===== src/rtl/pipeline_mem_wb_reg_pkg.sv =====
// Shared core encodings: write-back source selects and load funct3 codes.
package core_pkg;

   // Write-back source select encodings (ResultSrc)
   localparam logic [1:0] RES_ALU = 2'd0;
   localparam logic [1:0] RES_MEM = 2'd1;
   localparam logic [1:0] RES_PC4 = 2'd2;

   // Load funct3 encodings
   localparam logic [2:0] F3_LB  = 3'b000;
   localparam logic [2:0] F3_LH  = 3'b001;
   localparam logic [2:0] F3_LW  = 3'b010;
   localparam logic [2:0] F3_LBU = 3'b100;
   localparam logic [2:0] F3_LHU = 3'b101;

endpackage


===== src/rtl/pipeline_mem_wb_reg_load_align.sv =====
// Load data alignment: picks the byte/halfword addressed by the low
// address bits and sign- or zero-extends it to the full data width.
// Any funct3 that is not a byte/halfword load passes the word through.
module load_align
   import core_pkg::*;
#(
   parameter int DATA_WIDTH = 32
) (
   input  logic [DATA_WIDTH-1:0] word_i,
   input  logic [1:0]            offset_i,
   input  logic [2:0]            funct3_i,
   output logic [DATA_WIDTH-1:0] data_o
);

   logic [7:0]  byte_sel;
   logic [15:0] half_sel;

   // Select the addressed byte and halfword (halfword ignores offset[0]).
   always_comb begin
      byte_sel = word_i[8*offset_i +: 8];
      half_sel = word_i[16*offset_i[1] +: 16];
   end

   // Extend the selected lane according to the load type.
   always_comb begin
      data_o = word_i;
      case (funct3_i)
         F3_LB:   data_o = {{(DATA_WIDTH-8){byte_sel[7]}}, byte_sel};
         F3_LBU:  data_o = {{(DATA_WIDTH-8){1'b0}}, byte_sel};
         F3_LH:   data_o = {{(DATA_WIDTH-16){half_sel[15]}}, half_sel};
         F3_LHU:  data_o = {{(DATA_WIDTH-16){1'b0}}, half_sel};
         default: data_o = word_i;
      endcase
   end

endmodule


===== src/rtl/pipeline_mem_wb_reg.sv =====
// MEM/WB pipeline register with stall, flush (bubble), valid tracking,
// aligned load data, write-back result mux and retired-instruction counter.
module pipeline_mem_wb_reg
   import core_pkg::*;
#(
   parameter int DATA_WIDTH       = 32,
   parameter int REG_ADDR_WIDTH   = 5,
   parameter int RESULT_SRC_WIDTH = 2,
   parameter int COUNT_WIDTH      = 64
) (
   input  logic                        clk,
   input  logic                        rst,
   input  logic                        StallW,
   input  logic                        FlushW,
   input  logic                        ValidM,
   input  logic [DATA_WIDTH-1:0]       ALUResultM,
   input  logic [DATA_WIDTH-1:0]       ReadDataM,
   input  logic [2:0]                  Funct3M,
   input  logic [REG_ADDR_WIDTH-1:0]   RdM,
   input  logic [DATA_WIDTH-1:0]       PCPlus4M,
   input  logic                        RegWriteM,
   input  logic [RESULT_SRC_WIDTH-1:0] ResultSrcM,
   output logic                        ValidW,
   output logic [DATA_WIDTH-1:0]       ALUResultW,
   output logic [DATA_WIDTH-1:0]       ReadDataW,
   output logic [REG_ADDR_WIDTH-1:0]   RdW,
   output logic [DATA_WIDTH-1:0]       PCPlus4W,
   output logic                        RegWriteW,
   output logic [RESULT_SRC_WIDTH-1:0] ResultSrcW,
   output logic [DATA_WIDTH-1:0]       ResultW,
   output logic [COUNT_WIDTH-1:0]      InstretW
);

   logic [DATA_WIDTH-1:0] aligned_m;

   logic                        valid_q,   valid_d;
   logic [DATA_WIDTH-1:0]       alu_q,     alu_d;
   logic [DATA_WIDTH-1:0]       rdata_q,   rdata_d;
   logic [REG_ADDR_WIDTH-1:0]   rd_q,      rd_d;
   logic [DATA_WIDTH-1:0]       pc4_q,     pc4_d;
   logic                        regwr_q,   regwr_d;
   logic [RESULT_SRC_WIDTH-1:0] rsrc_q,    rsrc_d;
   logic [COUNT_WIDTH-1:0]      instret_q, instret_d;

   load_align #(
      .DATA_WIDTH (DATA_WIDTH)
   ) u_load_align (
      .word_i   (ReadDataM),
      .offset_i (ALUResultM[1:0]),
      .funct3_i (Funct3M),
      .data_o   (aligned_m)
   );

   // Next-state selection: flush beats stall, stall beats a normal load.
   always_comb begin
      valid_d   = valid_q;
      alu_d     = alu_q;
      rdata_d   = rdata_q;
      rd_d      = rd_q;
      pc4_d     = pc4_q;
      regwr_d   = regwr_q;
      rsrc_d    = rsrc_q;
      instret_d = instret_q;
      if (FlushW) begin
         valid_d = 1'b0;
         alu_d   = '0;
         rdata_d = '0;
         rd_d    = '0;
         pc4_d   = '0;
         regwr_d = 1'b0;
         rsrc_d  = '0;
      end else if (!StallW) begin
         valid_d = ValidM;
         alu_d   = ALUResultM;
         rdata_d = aligned_m;
         rd_d    = RdM;
         pc4_d   = PCPlus4M;
         // Writes to x0 and from bubbles never reach the register file.
         regwr_d = RegWriteM & ValidM & (RdM != '0);
         rsrc_d  = ResultSrcM;
         if (ValidM) begin
            instret_d = instret_q + COUNT_WIDTH'(1);
         end
      end
   end

   // W-stage state registers with synchronous reset.
   always_ff @(posedge clk) begin
      if (rst) begin
         valid_q   <= 1'b0;
         alu_q     <= '0;
         rdata_q   <= '0;
         rd_q      <= '0;
         pc4_q     <= '0;
         regwr_q   <= 1'b0;
         rsrc_q    <= '0;
         instret_q <= '0;
      end else begin
         valid_q   <= valid_d;
         alu_q     <= alu_d;
         rdata_q   <= rdata_d;
         rd_q      <= rd_d;
         pc4_q     <= pc4_d;
         regwr_q   <= regwr_d;
         rsrc_q    <= rsrc_d;
         instret_q <= instret_d;
      end
   end

   // Write-back result mux driven from the registered W fields.
   always_comb begin
      ResultW = '0;
      case (rsrc_q)
         RESULT_SRC_WIDTH'(RES_ALU): ResultW = alu_q;
         RESULT_SRC_WIDTH'(RES_MEM): ResultW = rdata_q;
         RESULT_SRC_WIDTH'(RES_PC4): ResultW = pc4_q;
         default:                    ResultW = '0;
      endcase
   end

   assign ValidW     = valid_q;
   assign ALUResultW = alu_q;
   assign ReadDataW  = rdata_q;
   assign RdW        = rd_q;
   assign PCPlus4W   = pc4_q;
   assign RegWriteW  = regwr_q;
   assign ResultSrcW = rsrc_q;
   assign InstretW   = instret_q;

endmodule


===== config.mk =====
export PLATFORM = sky130hd
export DESIGN_NAME = pipeline_mem_wb_reg
export DESIGN_NICKNAME = d
export VERILOG_FILES = /design/src/rtl/pipeline_mem_wb_reg_pkg.sv /design/src/rtl/pipeline_mem_wb_reg_load_align.sv /design/src/rtl/pipeline_mem_wb_reg.sv
export SDC_FILE = /design/constraint.sdc
export NUM_CORES = 1
export LEC_CHECK = 0
export ABC_AREA = 1
export BUFFER_PORTS_ARGS = -buffer_cell sky130_fd_sc_hd__buf_4
export CAP_MARGIN = 40
export CORE_ASPECT_RATIO = 1.4
export CORE_MARGIN = 8
export CORE_UTILIZATION = 29
export CTS_BUF_LIST = sky130_fd_sc_hd__clkbuf_4 sky130_fd_sc_hd__clkbuf_8
export CTS_CLUSTER_DIAMETER = 30
export CTS_CLUSTER_SIZE = 12
export DETAILED_ROUTE_END_ITERATION = 6
export PLACE_DENSITY = 0.57
export REMOVE_ABC_BUFFERS = 1
export SLEW_MARGIN = 20
export SYNTH_ARGS = -nofsm -noshare
export SYNTH_HDL_FRONTEND = slang
export SYNTH_SLANG_ARGS = --single-unit

===== constraint.sdc =====
create_clock -name clk -period 1.5 [get_ports clk]
set_clock_uncertainty 0.15 [all_clocks]
set_input_delay 0.075 -clock clk [delete_from_list [all_inputs] [get_ports clk]]
set_output_delay 0.075 -clock clk [all_outputs]
set_load 0.02 [all_outputs]

==> flow_metrics.env, run 1 <==
export IMPL_status="finished, violations left"
export IMPL_violated_checks="negative setup slack"
export IMPL_ys_seq_area_share_pct=38.99
export IMPL_synth_commonest_cells="304 x sky130_fd_sc_hd__nand2_1, 191 x sky130_fd_sc_hd__inv_1, 174 x sky130_fd_sc_hd__nor2_1"
export IMPL_grt_pass1_wl_um=69430
export IMPL_timing_final_hold_violations=0
export IMPL_clk_pin_slew_ns=0.10
export IMPL_ratio_of_routed_vias_to_standard_cells=4.970
export IMPL_biggest_area_contributors_in_the_synthesized_netlist="sky130_fd_sc_hd__dfxtp_1 39%, sky130_fd_sc_hd__nand2_1 13%, sky130_fd_sc_hd__inv_1 8.3%"
export IMPL_clkSinkCount=169
export IMPL_synth_seq_cells=169
export IMPL_post_route_period_util_pct=134.5
export IMPL_final_setup_fails=85
export IMPL_layout_area_seq_sq_um=3527
export IMPL_timing_critical_path_slowest_cell_delay_ns=0.34
export IMPL_yosysTopAreaCell="sky130_fd_sc_hd__dfxtp_1"
export IMPL_cts_root_buf="sky130_fd_sc_hd__clkbuf_8"
export IMPL_critPathLaunchType="flip-flop"
export IMPL_avgRoutedWirePerCell_um=19.65
export IMPL_initial_standard_cell_utilization_of_the_core_pct=29.17
export IMPL_die_h_um=220.7
export IMPL_critical_path_slowest_cell="sky130_fd_sc_hd__dfxtp_2"
export IMPL_grt_util_all_layers_pct=25.37
export IMPL_timing_fmax_mhz=495.6
export IMPL_drc=0
export IMPL_slew_limit_headroom_pct=42.41
export IMPL_number_of_violations_reported_at_the_end_of_detailed_routing_iteration_0=736
export IMPL_power_share_sequential_pct=44.6
export IMPL_final_core_util_pct=56.59
export IMPL_timing_critical_path_max_delay_family="buffers and inverters"
export IMPL_final_antenna_net_count=0
export IMPL_dr_total_vias=12010
export IMPL_core_area_sq_um=29750
export IMPL_cp_end_kind="output port"
export IMPL_synth_enable_flop_cells=0
export IMPL_syn_area_per_cell_sq_um=6.501
export IMPL_switching_portion_of_total_power_pct=29.07
export IMPL_finish_net_count=2134
export IMPL_power_density_nw_per_um2=616.9
export IMPL_cap_viol_max_count=0
export IMPL_cts_inserted_buffers=17
export IMPL_worstPathBufferInverterCount=3
export IMPL_globalRouteOverflowTotal=0
export IMPL_timing_critical_path_fanout_max=17
export IMPL_postLayoutSetupSlackWorst_ns=-0.5177
export IMPL_netlist_area_leader_share_pct=38.99
export IMPL_clockPowerShare_pct=36.0
export IMPL_globalplace_congestion=0.9521
export IMPL_synth_warning_count=0
export IMPL_routed_wl_um=47490
export IMPL_num_rows=75
export IMPL_tritoncts_clock_tree="yes"
export IMPL_syn_instance_count=1335
export IMPL_clkLatencyLatePin_ns=0.50
export IMPL_io_pins=313
export IMPL_dpl_worst_slack_ns=-0.3323
export IMPL_power_leakage_uw=0.007541
export IMPL_report_final_slew_viol_count=0
export IMPL_io_buffer_count=312
export IMPL_number_of_antenna_violations_at_the_first_check_in_global_routing=0
export IMPL_internal_power_uw=7366
export IMPL_final_layout_size_suffix_gt1_share_pct=43.36
export IMPL_antenna_cells=0
export IMPL_min_path_type="input pin to flip-flop"
export IMPL_synth_cell_types=38
export IMPL_total_switching_power_uw=3019
export IMPL_clk_path_buf_depth=2
export IMPL_postSynth_topFlopCell="sky130_fd_sc_hd__dfxtp_1"
export IMPL_layout_area_overhead_vs_synth_pct=93.99
export IMPL_criticalPathCategory="flip-flop to output port"
export IMPL_worst_pin_slew_ns=0.8638
export IMPL_power_frac_comb_pct=19.4
export IMPL_cts_htree_levels=4
export IMPL_dieWidth_um=162.2
export IMPL_fill_cells=2653
export IMPL_vdd_ir_drop_worst_mv=0.5232
export IMPL_required_ns=1.27
export IMPL_drt_pass1_iter_count=7
export IMPL_crit_path_cell_trace="inv_2, or2_4, buf_12, o211ai_1, buf_4"
export IMPL_area_used_by_multi_input_combinational_logic_sq_um=5416
export IMPL_number_of_global_route_vias_before_repair=12100
export IMPL_dp_hpwl_um=33330
export IMPL_layout_min_cycle_time_ns=2.018
export IMPL_grt_max_degree=76
export IMPL_synthesis_area_sq_um=8678
export IMPL_worstPathArrival_ns=1.79
export IMPL_synth_async_reset_ratio_pct=0
export IMPL_synth_most_common_cell="sky130_fd_sc_hd__nand2_1"
export IMPL_grt_setup_unrepaired="yes"
export IMPL_floorplan_die_area_sq_um=35800
## flip-flops by register name (all words and copies together), names as in the netlist
signal      cells
RdW             5
RegWriteW       1
ALUResultW     32
ReadDataW      32
ValidW          1
InstretW       64
PCPlus4W       32
ResultSrcW      2
## path summary, 6_finish.rpt
path | start | to | slack (ns) | cells after the start
max | ResultSrcW[1] | ResultW[5] | -0.52 | 5
min | ValidM | InstretW[7] | 0.02 | 6
max reg2reg | InstretW[1] | InstretW[46] | -0.23 | 8
min reg2reg | RegWriteW | RegWriteW | 0.32 | 2
## through the flow
step | cell area [sq um] | setup TNS (ns) | power, uW | hold slack (ns) | std cells
floorplan | 8451 | -104.60 | 5365 | -0.003479 | 1278
global placement | 12880 | -10.62 | 6268 | 0.1776 | 2172
detailed placement | 12880 | -12.48 | 6278 | 0.1883 | 2172
CTS | 16310 | -20.44 | 10390 | -0.05849 | 2408
global route | 16830 | -26.75 | 10780 | 0.01189 | 2417
finish | 16830 | -19.37 | 10380 | 0.02078 | 2417
## power groups by stage
| stage | sequential (uW) | clock, uW | combinational, uW |
|---|---|---|---|
| 3_5_place_dp | 4780 | 0 | 1500 |
| 2_1_floorplan | 4910 | 0 | 460 |
| 4_1_cts | 4630 | 3820 | 1940 |
| 5_1_grt | 4640 | 4000 | 2130 |
| 6_report | 4630 | 3740 | 2010 |
| 3_3_place_gp | 4780 | 0 | 1490 |
## layout by cell type (no fill, tap or decap), types with 11 or more instances in the layout
master	Yosys	layout
sky130_fd_sc_hd__o21ai_1	1	18
sky130_fd_sc_hd__nor2_2	9	41
sky130_fd_sc_hd__dfxtp_2	0	28
sky130_fd_sc_hd__nand2_1	304	236
sky130_fd_sc_hd__o211ai_1	14	14
sky130_fd_sc_hd__nand2_4	0	16
sky130_fd_sc_hd__buf_6	1	51
sky130_fd_sc_hd__buf_12	0	11
sky130_fd_sc_hd__inv_1	191	180
sky130_fd_sc_hd__clkbuf_8	0	17
sky130_fd_sc_hd__buf_4	1	487
sky130_fd_sc_hd__dfxtp_1	169	112
sky130_fd_sc_hd__o21ai_0	119	90
sky130_fd_sc_hd__nand3_2	2	11
sky130_fd_sc_hd__o221ai_1	24	18
sky130_fd_sc_hd__o21ai_2	1	12
sky130_fd_sc_hd__nor2_1	174	96
sky130_fd_sc_hd__nor2_4	6	53
sky130_fd_sc_hd__dlygate4sd3_1	0	165
sky130_fd_sc_hd__dfxtp_4	0	29
sky130_fd_sc_hd__a21oi_1	133	129
sky130_fd_sc_hd__nand3_1	44	26
sky130_fd_sc_hd__nand2_2	4	55
sky130_fd_sc_hd__nand4_1	34	34
## cell type report
cell class	count	share of cell area, %
timing repair buffer	723	37.08
clock inverter	12	1.122
sequential	169	20.95
inverter	194	4.378
tap	385	2.861
clock buffer	18	1.434
multi-input combinational	916	32.17
## cell families after synthesis
logic type	count (synthesis)	share of synthesized area (%)
fa+ha+maj	1	0.1442
buf+inv	251	11.03
compound gates	301	19.07
simple gates	601	29.56
xor+xnor	12	1.211
flops	169	38.98
## routing by layer
| layer | track usage [%] | up-vias | wire length [um] |
|---|---|---|---|
| li1 | - | 5693 | - |
| met1 | 26.67 | 5618 | 17470 |
| met2 | 45.55 | 568 | 23730 |
| met3 | 7.036 | 134 | 3742 |
| met4 | 13.15 | 0 | 2547 |
| met5 | 0 | - | 0 |
## worst min-delay path, delay by kind of cell
| kind | cells | cell delay (ns) |
|---|---|---|
| AOI/OAI and AO/OA | 1 | 0.05 |
| buffers and inverters | 2 | 0.24 |
| and+or+nand+nor | 3 | 0.28 |
## timing repair
action	4_1_cts	5_1_grt
hold buffers	174	1
buffers inserted	33	10
resized for setup	334	130
endpoints found under the setup margin	102	141
cloned	2	3
pin swaps	82	80
hold endpoints to repair	143	3
(Power assumes the default switching activity.)
==> inputs of run 2 (changes only) <==
ABC_AREA = 0   (was 1)
PLACE_DENSITY = 0.56   (was 0.57)
clock period = 2.1 ns   (was 1.5 ns; I/O delays follow)
==> run 2 against run 1 <==
- largest cell class unchanged
- the run still ends with negative setup slack left
- hold slack improved by 0.021 ns
- cell count fell by 22%
- sequential power shrank 28%
==> flow_metrics.env, run 2 <==
export IMPL_clkSinkCount=169
export IMPL_final_antenna_net_count=0
export IMPL_timing_critical_path_max_delay_family="simple AND/OR/NAND/NOR gates"
export IMPL_finish_net_count=1617
export IMPL_core_area_sq_um=26920
export IMPL_postLayoutSetupSlackWorst_ns=-0.1150
export IMPL_dpl_worst_slack_ns=-0.3169
export IMPL_worstPathArrival_ns=2.48
export IMPL_required_ns=2.36
export IMPL_drt_pass1_iter_count=6
export IMPL_final_setup_fails=7
export IMPL_critical_path_slowest_cell="sky130_fd_sc_hd__or4_4"
export IMPL_clockPowerShare_pct=36.2
export IMPL_drc=0
export IMPL_critPathLaunchType="flip-flop"
export IMPL_clk_path_buf_depth=2
export IMPL_detailed_place_area_sq_um=11620
export IMPL_grt_setup_unrepaired="yes"
export IMPL_grt_max_degree=61
export IMPL_synth_most_common_cell="sky130_fd_sc_hd__dfxtp_1"
export IMPL_post_route_period_util_pct=105.5
export IMPL_floorplan_die_area_sq_um=33040
export IMPL_number_of_violations_reported_at_the_end_of_detailed_routing_iteration_0=474
export IMPL_avgRoutedWirePerCell_um=18.43
export IMPL_report_final_slew_viol_count=0
export IMPL_post_route_cell_area_sq_um=13800
export IMPL_clkLatencyLatePin_ns=0.47
export IMPL_ratio_of_routed_vias_to_standard_cells=4.879
export IMPL_globalplace_congestion=0.8364
export IMPL_synth_commonest_cells="169 x sky130_fd_sc_hd__dfxtp_1, 127 x sky130_fd_sc_hd__nor2_1, 104 x sky130_fd_sc_hd__mux2i_1, 104 x sky130_fd_sc_hd__nand2_1, 46 x sky130_fd_sc_hd__o21ai_0"
export IMPL_violated_checks="negative setup slack"
export IMPL_synth_compound_area_share_pct=10.92
export IMPL_synth_top_family_by_area="simple AND/OR/NAND/NOR gates"
export IMPL_globalRouteOverflowTotal=0
export IMPL_postSynth_topFlopCell="sky130_fd_sc_hd__dfxtp_1"
export IMPL_biggest_area_contributors_in_the_synthesized_netlist="sky130_fd_sc_hd__dfxtp_1 43%, sky130_fd_sc_hd__mux2i_1 13%, sky130_fd_sc_hd__nor2_1 6.0%"
export IMPL_netlist_area_leader_share_pct=42.56
export IMPL_dieWidth_um=155.9
export IMPL_synth_cell_types=46
export IMPL_cts_root_buf="sky130_fd_sc_hd__clkbuf_8"
export IMPL_power_frac_comb_pct=16.2
export IMPL_syn_area_per_cell_sq_um=8.501
export IMPL_tritoncts_clock_tree="yes"
export IMPL_grt_util_all_layers_pct=20.46
export IMPL_timing_final_hold_violations=0
export IMPL_synth_seq_cells=169
export IMPL_switching_portion_of_total_power_pct=27.28
export IMPL_initial_standard_cell_utilization_of_the_core_pct=29.53
export IMPL_worstPathBufferInverterCount=1
export IMPL_layout_area_overhead_vs_synth_pct=73.56
export IMPL_dp_hpwl_um=25910
export IMPL_status="finished, violations left"
export IMPL_timing_fmax_mhz=451.5
export IMPL_yosysTopAreaCell="sky130_fd_sc_hd__dfxtp_1"
export IMPL_io_buffer_count=312
export IMPL_flip_flop_count_of_the_largest_register_after_layout=64
export IMPL_power_density_nw_per_um2=510.4
export IMPL_cap_viol_max_count=0
export IMPL_vdd_ir_drop_worst_mv=0.4408
export IMPL_synthesis_area_sq_um=7949
export IMPL_cts_inserted_buffers=17
export IMPL_dr_total_vias=9196
export IMPL_min_path_type="input pin to flip-flop"
export IMPL_mostFrequentLayoutCells="468 x sky130_fd_sc_hd__buf_4, 144 x sky130_fd_sc_hd__dfxtp_1, 127 x sky130_fd_sc_hd__nor2_1, 124 x sky130_fd_sc_hd__dlygate4sd3_1, 104 x sky130_fd_sc_hd__mux2i_1"
export IMPL_synth_warning_count=0
export IMPL_synth_adder_area_share_pct=0.1574
export IMPL_number_of_global_route_vias_before_repair=9571
export IMPL_routed_wl_um=34740
export IMPL_final_layout_size_suffix_gt1_share_pct=38.50
export IMPL_number_of_antenna_violations_at_the_first_check_in_global_routing=1
export IMPL_crit_path_cell_trace="nand3_1, or4_4, or3_4, buf_4, or3_1, a21oi_1"
export IMPL_grt_pass1_wl_um=52630
export IMPL_num_rows=71
export IMPL_timing_critical_path_fanout_max=6
export IMPL_timing_critical_path_slowest_cell_delay_ns=0.55
export IMPL_area_used_by_multi_input_combinational_logic_sq_um=4434
export IMPL_criticalPathCategory="flip-flop to flip-flop"
export IMPL_synth_async_reset_ratio_pct=0
export IMPL_commonest_non_fill_non_tap_cell_in_the_layout="sky130_fd_sc_hd__buf_4"
export IMPL_layout_min_cycle_time_ns=2.215
export IMPL_fin_hold_ws_ns=0.04216
export IMPL_cp_end_kind="flip-flop"
export IMPL_total_switching_power_uw=1921
export IMPL_power_share_sequential_pct=47.5
export IMPL_die_h_um=211.9
export IMPL_post_synth_xor_area_fraction_pct=4.187
export IMPL_internal_power_uw=5120
export IMPL_slew_limit_headroom_pct=51.20
export IMPL_ys_seq_area_share_pct=42.56
export IMPL_layout_area_seq_sq_um=3417
export IMPL_cts_htree_levels=4
export IMPL_syn_instance_count=935
export IMPL_synth_enable_flop_cells=0
export IMPL_rrSetupSlack_ns=-0.11
export IMPL_totalNegativeSetupSlack_ns=-0.4159
export IMPL_clk_pin_slew_ns=0.10
export IMPL_worst_pin_slew_ns=0.7319
export IMPL_power_leakage_uw=0.005931
export IMPL_io_pins=313
export IMPL_synth_mux_area_fraction_pct=14.65
export IMPL_fill_cells=2542
export IMPL_simple_gate_fraction_of_synth_area_pct=23.39
run 2: changes by cell type after synthesis, moves of 19 or more:
cell,change
sky130_fd_sc_hd__nand2_1,-200
sky130_fd_sc_hd__a21oi_1,-99
sky130_fd_sc_hd__nor4_1,+19
sky130_fd_sc_hd__o21ai_0,-73
sky130_fd_sc_hd__inv_1,-164
sky130_fd_sc_hd__nor2_1,-47
sky130_fd_sc_hd__mux2i_1,+104
run 2: path summary, 6_finish.rpt:
path,startpoint,end,cells after the start
worst max-delay path,InstretW[20],InstretW[55],6
worst min-delay path,ValidM,ValidW,5
worst max register to register,InstretW[20],InstretW[55],6
worst min register to register,RegWriteW,RegWriteW,2
run 2: cell families after synthesis:
| family | count (synthesis) |
|---|---|
| AND/OR/NAND/NOR | 387 |
| flip-flops | 169 |
| AO/OA/AOI/OAI | 141 |
| multiplexers | 114 |
| buffers and inverters | 85 |
| XOR/XNOR | 38 |
| adder cells (fa/ha/maj) | 1 |
run 2: power by group through the flow:
stage               clock network (uW)  registers (uW)  logic, uW
global placement                     0            3420        934
CTS                               2630            3350       1140
global route                      2780            3360       1220
finish                            2550            3350       1140
detailed placement                   0            3420        942
floorplan                            0            3500        298
run 2: stage by stage:
| step | std cells | utilization, % | total power (uW) |
|---|---|---|---|
| 6_report | 1885 | 51.25 | 7041 |
| 5_1_grt | 1883 | 51.23 | 7358 |
| 4_1_cts | 1864 | 50.04 | 7111 |
| 3_5_place_dp | 1696 | 43.17 | 4363 |
| 3_3_place_gp | 1696 | 43.17 | 4355 |
| 2_1_floorplan | 878 | - | 3797 |
run 2: per-layer routing:
metal | share of wire [%] | vias to the layer above | GRT usage (%)
met5 | 0 | - | 0
met4 | 2.5 | 0 | 7.953
met3 | 7.8 | 42 | 7.102
met2 | 52 | 314 | 37.59
met1 | 37 | 4383 | 20.77
li1 | - | 4457 | -
run 2: final cells by class:
| cell class | count | share of cell area (%) |
|---|---|---|
| repair buffers | 607 | 35.88 |
| multi-input cells | 681 | 32.14 |
| flip-flops and latches | 169 | 24.77 |
| well taps | 365 | 3.310 |
| clock buffers | 20 | 1.905 |
| clock inverters | 12 | 1.179 |
| inverters | 28 | 0.7618 |
| diodes | 3 | 0.05442 |
run 2: what timing repair did:
item                       CTS  global route
buffers inserted            12            19
resized for setup           25            43
setup endpoints to repair   42            28
hold endpoints to repair   106             0
pin swaps                   13            23
hold buffers               124             0
run 2: worst reg2reg max path: stages (launching register included):
cell and delay [ns]:
sky130_fd_sc_hd__dfxtp_2 0.35, sky130_fd_sc_hd__nand3_1 0.12, sky130_fd_sc_hd__or4_4 0.55, sky130_fd_sc_hd__or3_4 0.41, sky130_fd_sc_hd__buf_4 0.16, sky130_fd_sc_hd__or3_1 0.31, sky130_fd_sc_hd__a21oi_1 0.12
==> inputs of run 3 (changes only) <==
SETUP_SLACK_MARGIN = 0.1   (was default)
SLEW_MARGIN = 30   (was 20)
SYNTH_HIERARCHICAL = 1   (was default)
==> run 3 against run 2 <==
- the run still ends with negative setup slack left
- maximum frequency up 2.0%
- sequential power about the same
- utilization is 0.17 points higher
- sequential share of layout area is 0.46 points lower
- cell count down 2.8%
- critical path type unchanged
- synthesized cell count fell by 0.11%
- final area grew 1.7%
- count of clock-buffer cells in the layout decreased by 3
- die area increased by 0.22%
- clock power about the same
- via count shrank 4.1%
- hold slack got worse by 0.018 ns
==> flow_metrics.env, run 3 <==
export IMPL_status="finished, violations left"
export IMPL_violated_checks="negative setup slack"
export IMPL_synth_async_reset_ratio_pct=0
export IMPL_synth_commonest_cells="169 x sky130_fd_sc_hd__dfxtp_1, 153 x sky130_fd_sc_hd__nor2_1, 139 x sky130_fd_sc_hd__mux2i_1"
export IMPL_required_ns=2.35
export IMPL_finish_net_count=1561
export IMPL_layout_area_overhead_vs_synth_pct=76.16
export IMPL_num_rows=72
export IMPL_vdd_ir_drop_worst_mv=0.3529
export IMPL_grt_setup_unrepaired="yes"
export IMPL_final_layout_size_suffix_gt1_share_pct=41.14
export IMPL_postSynth_topFlopCell="sky130_fd_sc_hd__dfxtp_1"
export IMPL_io_pins=313
export IMPL_total_switching_power_uw=2001
export IMPL_io_buffer_count=312
export IMPL_post_route_cell_area_sq_um=14040
export IMPL_worst_pin_slew_ns=0.8773
export IMPL_timing_critical_path_fanout_max=7
export IMPL_clk_pin_slew_ns=0.10
export IMPL_final_setup_fails=9
export IMPL_ys_seq_area_share_pct=42.46
export IMPL_synth_cell_types=45
export IMPL_totalPowerFinal_uw=7096
export IMPL_clkSinkCount=169
export IMPL_cts_htree_levels=4
export IMPL_synth_warning_count=6
export IMPL_post_route_period_util_pct=103.4
export IMPL_detailed_place_area_sq_um=11290
export IMPL_floorplan_die_area_sq_um=33110
export IMPL_slew_limit_headroom_pct=41.51
export IMPL_grt_util_all_layers_pct=19.08
export IMPL_layout_area_seq_sq_um=3412
export IMPL_drc=0
export IMPL_power_density_nw_per_um2=505.6
export IMPL_tritoncts_clock_tree="yes"
export IMPL_final_antenna_net_count=0
export IMPL_power_leakage_uw=0.006283
export IMPL_timing_fmax_mhz=460.6
export IMPL_yosysTopAreaCell="sky130_fd_sc_hd__dfxtp_1"
export IMPL_area_used_by_multi_input_combinational_logic_sq_um=4945
export IMPL_syn_instance_count=934
export IMPL_netlist_area_leader_share_pct=42.46
export IMPL_globalRouteOverflowTotal=0
export IMPL_worstPathArrival_ns=2.42
export IMPL_internal_power_uw=5095
export IMPL_grt_pass1_wl_um=49850
export IMPL_mostFrequentLayoutCells="393 x sky130_fd_sc_hd__buf_4, 151 x sky130_fd_sc_hd__nor2_1, 150 x sky130_fd_sc_hd__dfxtp_1, 136 x sky130_fd_sc_hd__mux2i_1, 114 x sky130_fd_sc_hd__dlygate4sd3_1"
export IMPL_ratio_of_routed_vias_to_standard_cells=4.812
export IMPL_dp_hpwl_um=23100
export IMPL_clockPowerShare_pct=35.8
export IMPL_dr_total_vias=8816
export IMPL_critPathLaunchType="flip-flop"
export IMPL_power_share_sequential_pct=47.0
export IMPL_grt_max_degree=107
export IMPL_core_area_sq_um=27300
export IMPL_layout_min_cycle_time_ns=2.171
export IMPL_clkLatencyLatePin_ns=0.48
export IMPL_report_final_slew_viol_count=0
export IMPL_synth_seq_cells=169
export IMPL_min_path_type="input pin to flip-flop"
export IMPL_biggest_area_contributors_in_the_synthesized_netlist="sky130_fd_sc_hd__dfxtp_1 42%, sky130_fd_sc_hd__mux2i_1 17%, sky130_fd_sc_hd__nor2_1 7.2%"
export IMPL_cap_viol_max_count=0
export IMPL_flip_flop_count_of_the_largest_register_after_layout=64
export IMPL_cts_root_buf="sky130_fd_sc_hd__clkbuf_8"
export IMPL_final_instance_count_excl_fill=1832
export IMPL_initial_standard_cell_utilization_of_the_core_pct=29.19
export IMPL_avgRoutedWirePerCell_um=18.66
export IMPL_drt_pass1_iter_count=5
export IMPL_synthesis_area_sq_um=7968
export IMPL_synth_most_common_cell="sky130_fd_sc_hd__dfxtp_1"
export IMPL_cp_end_kind="flip-flop"
export IMPL_number_of_antenna_violations_at_the_first_check_in_global_routing=0
export IMPL_dieWidth_um=156.1
export IMPL_fill_cells=2554
export IMPL_die_h_um=212.1
export IMPL_synth_enable_flop_cells=0
export IMPL_dpl_cells=1648
export IMPL_criticalPathCategory="flip-flop to flip-flop"
export IMPL_clk_path_buf_depth=2
export IMPL_syn_area_per_cell_sq_um=8.531
export IMPL_routed_wl_um=34190
export IMPL_cts_inserted_buffers=17
export IMPL_commonest_non_fill_non_tap_cell_in_the_layout="sky130_fd_sc_hd__buf_4"
export IMPL_postLayoutSetupSlackWorst_ns=-0.07121
export IMPL_power_frac_comb_pct=17.2
export IMPL_timing_final_hold_violations=0
export IMPL_globalplace_congestion=0.8253
export IMPL_switching_portion_of_total_power_pct=28.20
export IMPL_number_of_violations_reported_at_the_end_of_detailed_routing_iteration_0=504
export IMPL_number_of_global_route_vias_before_repair=8904
-- run 3: cell types whose count changed in the layout (fill, tap and decap cells not counted), sizes merged, moves of 15 or more --
cell | previous run | this run
nand4 | 36 | 21
mux2i | 104 | 139
inv | 32 | 12
nor2 | 127 | 153
buf | 483 | 435
o21ai | 46 | 63
a221oi | 17 | 0
-- run 3: logic make-up (layout without fill, tap and decap cells) --
kind of cell	Yosys count	after routing	share of synthesized area, %
AND/OR/NAND/NOR	398	398	23.34
flip-flops	169	169	42.46
multiplexers	146	146	18.59
AO/OA/AOI/OAI	123	123	8.590
buffers and inverters	64	591	3.235
XOR/XNOR	33	33	3.628
adder cells (fa/ha/maj)	1	1	0.1570
other	0	1	0
-- run 3: repair_timing --
item | 4_1_cts | 5_1_grt
pin swaps | 13 | 64
gates cloned | 2 | 4
resized for setup | 45 | 182
setup endpoints to repair | 68 | 88
hold buffers | 114 | 0
setup buffers | 17 | 15
endpoints found under the hold margin | 107 | 0
-- run 3: layout make-up --
cell class | instances | area share [%]
multi-input cells | 701 | 35.23
repair buffers | 552 | 33.95
flip-flops and latches | 169 | 24.31
well taps | 370 | 3.298
clock buffers | 17 | 1.667
clock inverters | 15 | 1.346
inverters | 7 | 0.1872
diodes | 1 | 0.01783
-- run 3: power by group through the flow --
stage / clock [uW] / sequential (uW) / combinational (uW)
2_1_floorplan: 0 / 3480 / 329
3_3_place_gp: 0 / 3400 / 948
3_5_place_dp: 0 / 3410 / 955
4_1_cts: 2640 / 3330 / 1150
5_1_grt: 2760 / 3340 / 1300
6_report: 2540 / 3340 / 1220
-- run 3: stage by stage --
stage	TNS (ns)	hold slack, ns	utilization [%]	worst slack, ns
after floorplan	-35.78	0.02407	-	-0.7613
after global placement	-0.9402	0.1835	41.35	-0.1411
after detailed placement	-1.797	0.1927	41.35	-0.1718
after CTS	-0.02054	0.001535	48.38	-0.02054
after global routing	-2.735	0.05720	51.41	-0.1538
final	-0.3331	0.02464	51.42	-0.07121
-- run 3: worst paths after layout --
path / cells past startpoint / slack, ns / end / start
max: 8 / -0.07 / InstretW[41] / InstretW[9]
min: 6 / 0.02 / ReadDataW[6] / ReadDataM[6]
max reg2reg: 8 / -0.07 / InstretW[41] / InstretW[9]
min reg2reg: 2 / 0.33 / RegWriteW / RegWriteW
-- run 3: critical path: stages (launching register included) --
cell and delay (ns):
sky130_fd_sc_hd__dfxtp_2 0.34, sky130_fd_sc_hd__nand4_1 0.25, sky130_fd_sc_hd__buf_4 0.25, sky130_fd_sc_hd__nor4_4 0.12, sky130_fd_sc_hd__nand4_1 0.15, sky130_fd_sc_hd__buf_6 0.17, sky130_fd_sc_hd__buf_4 0.17, sky130_fd_sc_hd__or3_1 0.35
sky130_fd_sc_hd__a21oi_1 0.15
-- run 3: layer usage --
layer / up-vias / track usage [%] / part of all wire (%)
met1: 4201 / 21.15 / 39
met5: - / 0 / 0
met4: 0 / 7.079 / 2.6
met3: 58 / 4.068 / 4.8
li1: 4293 / - / -
met2: 264 / 35.01 / 53
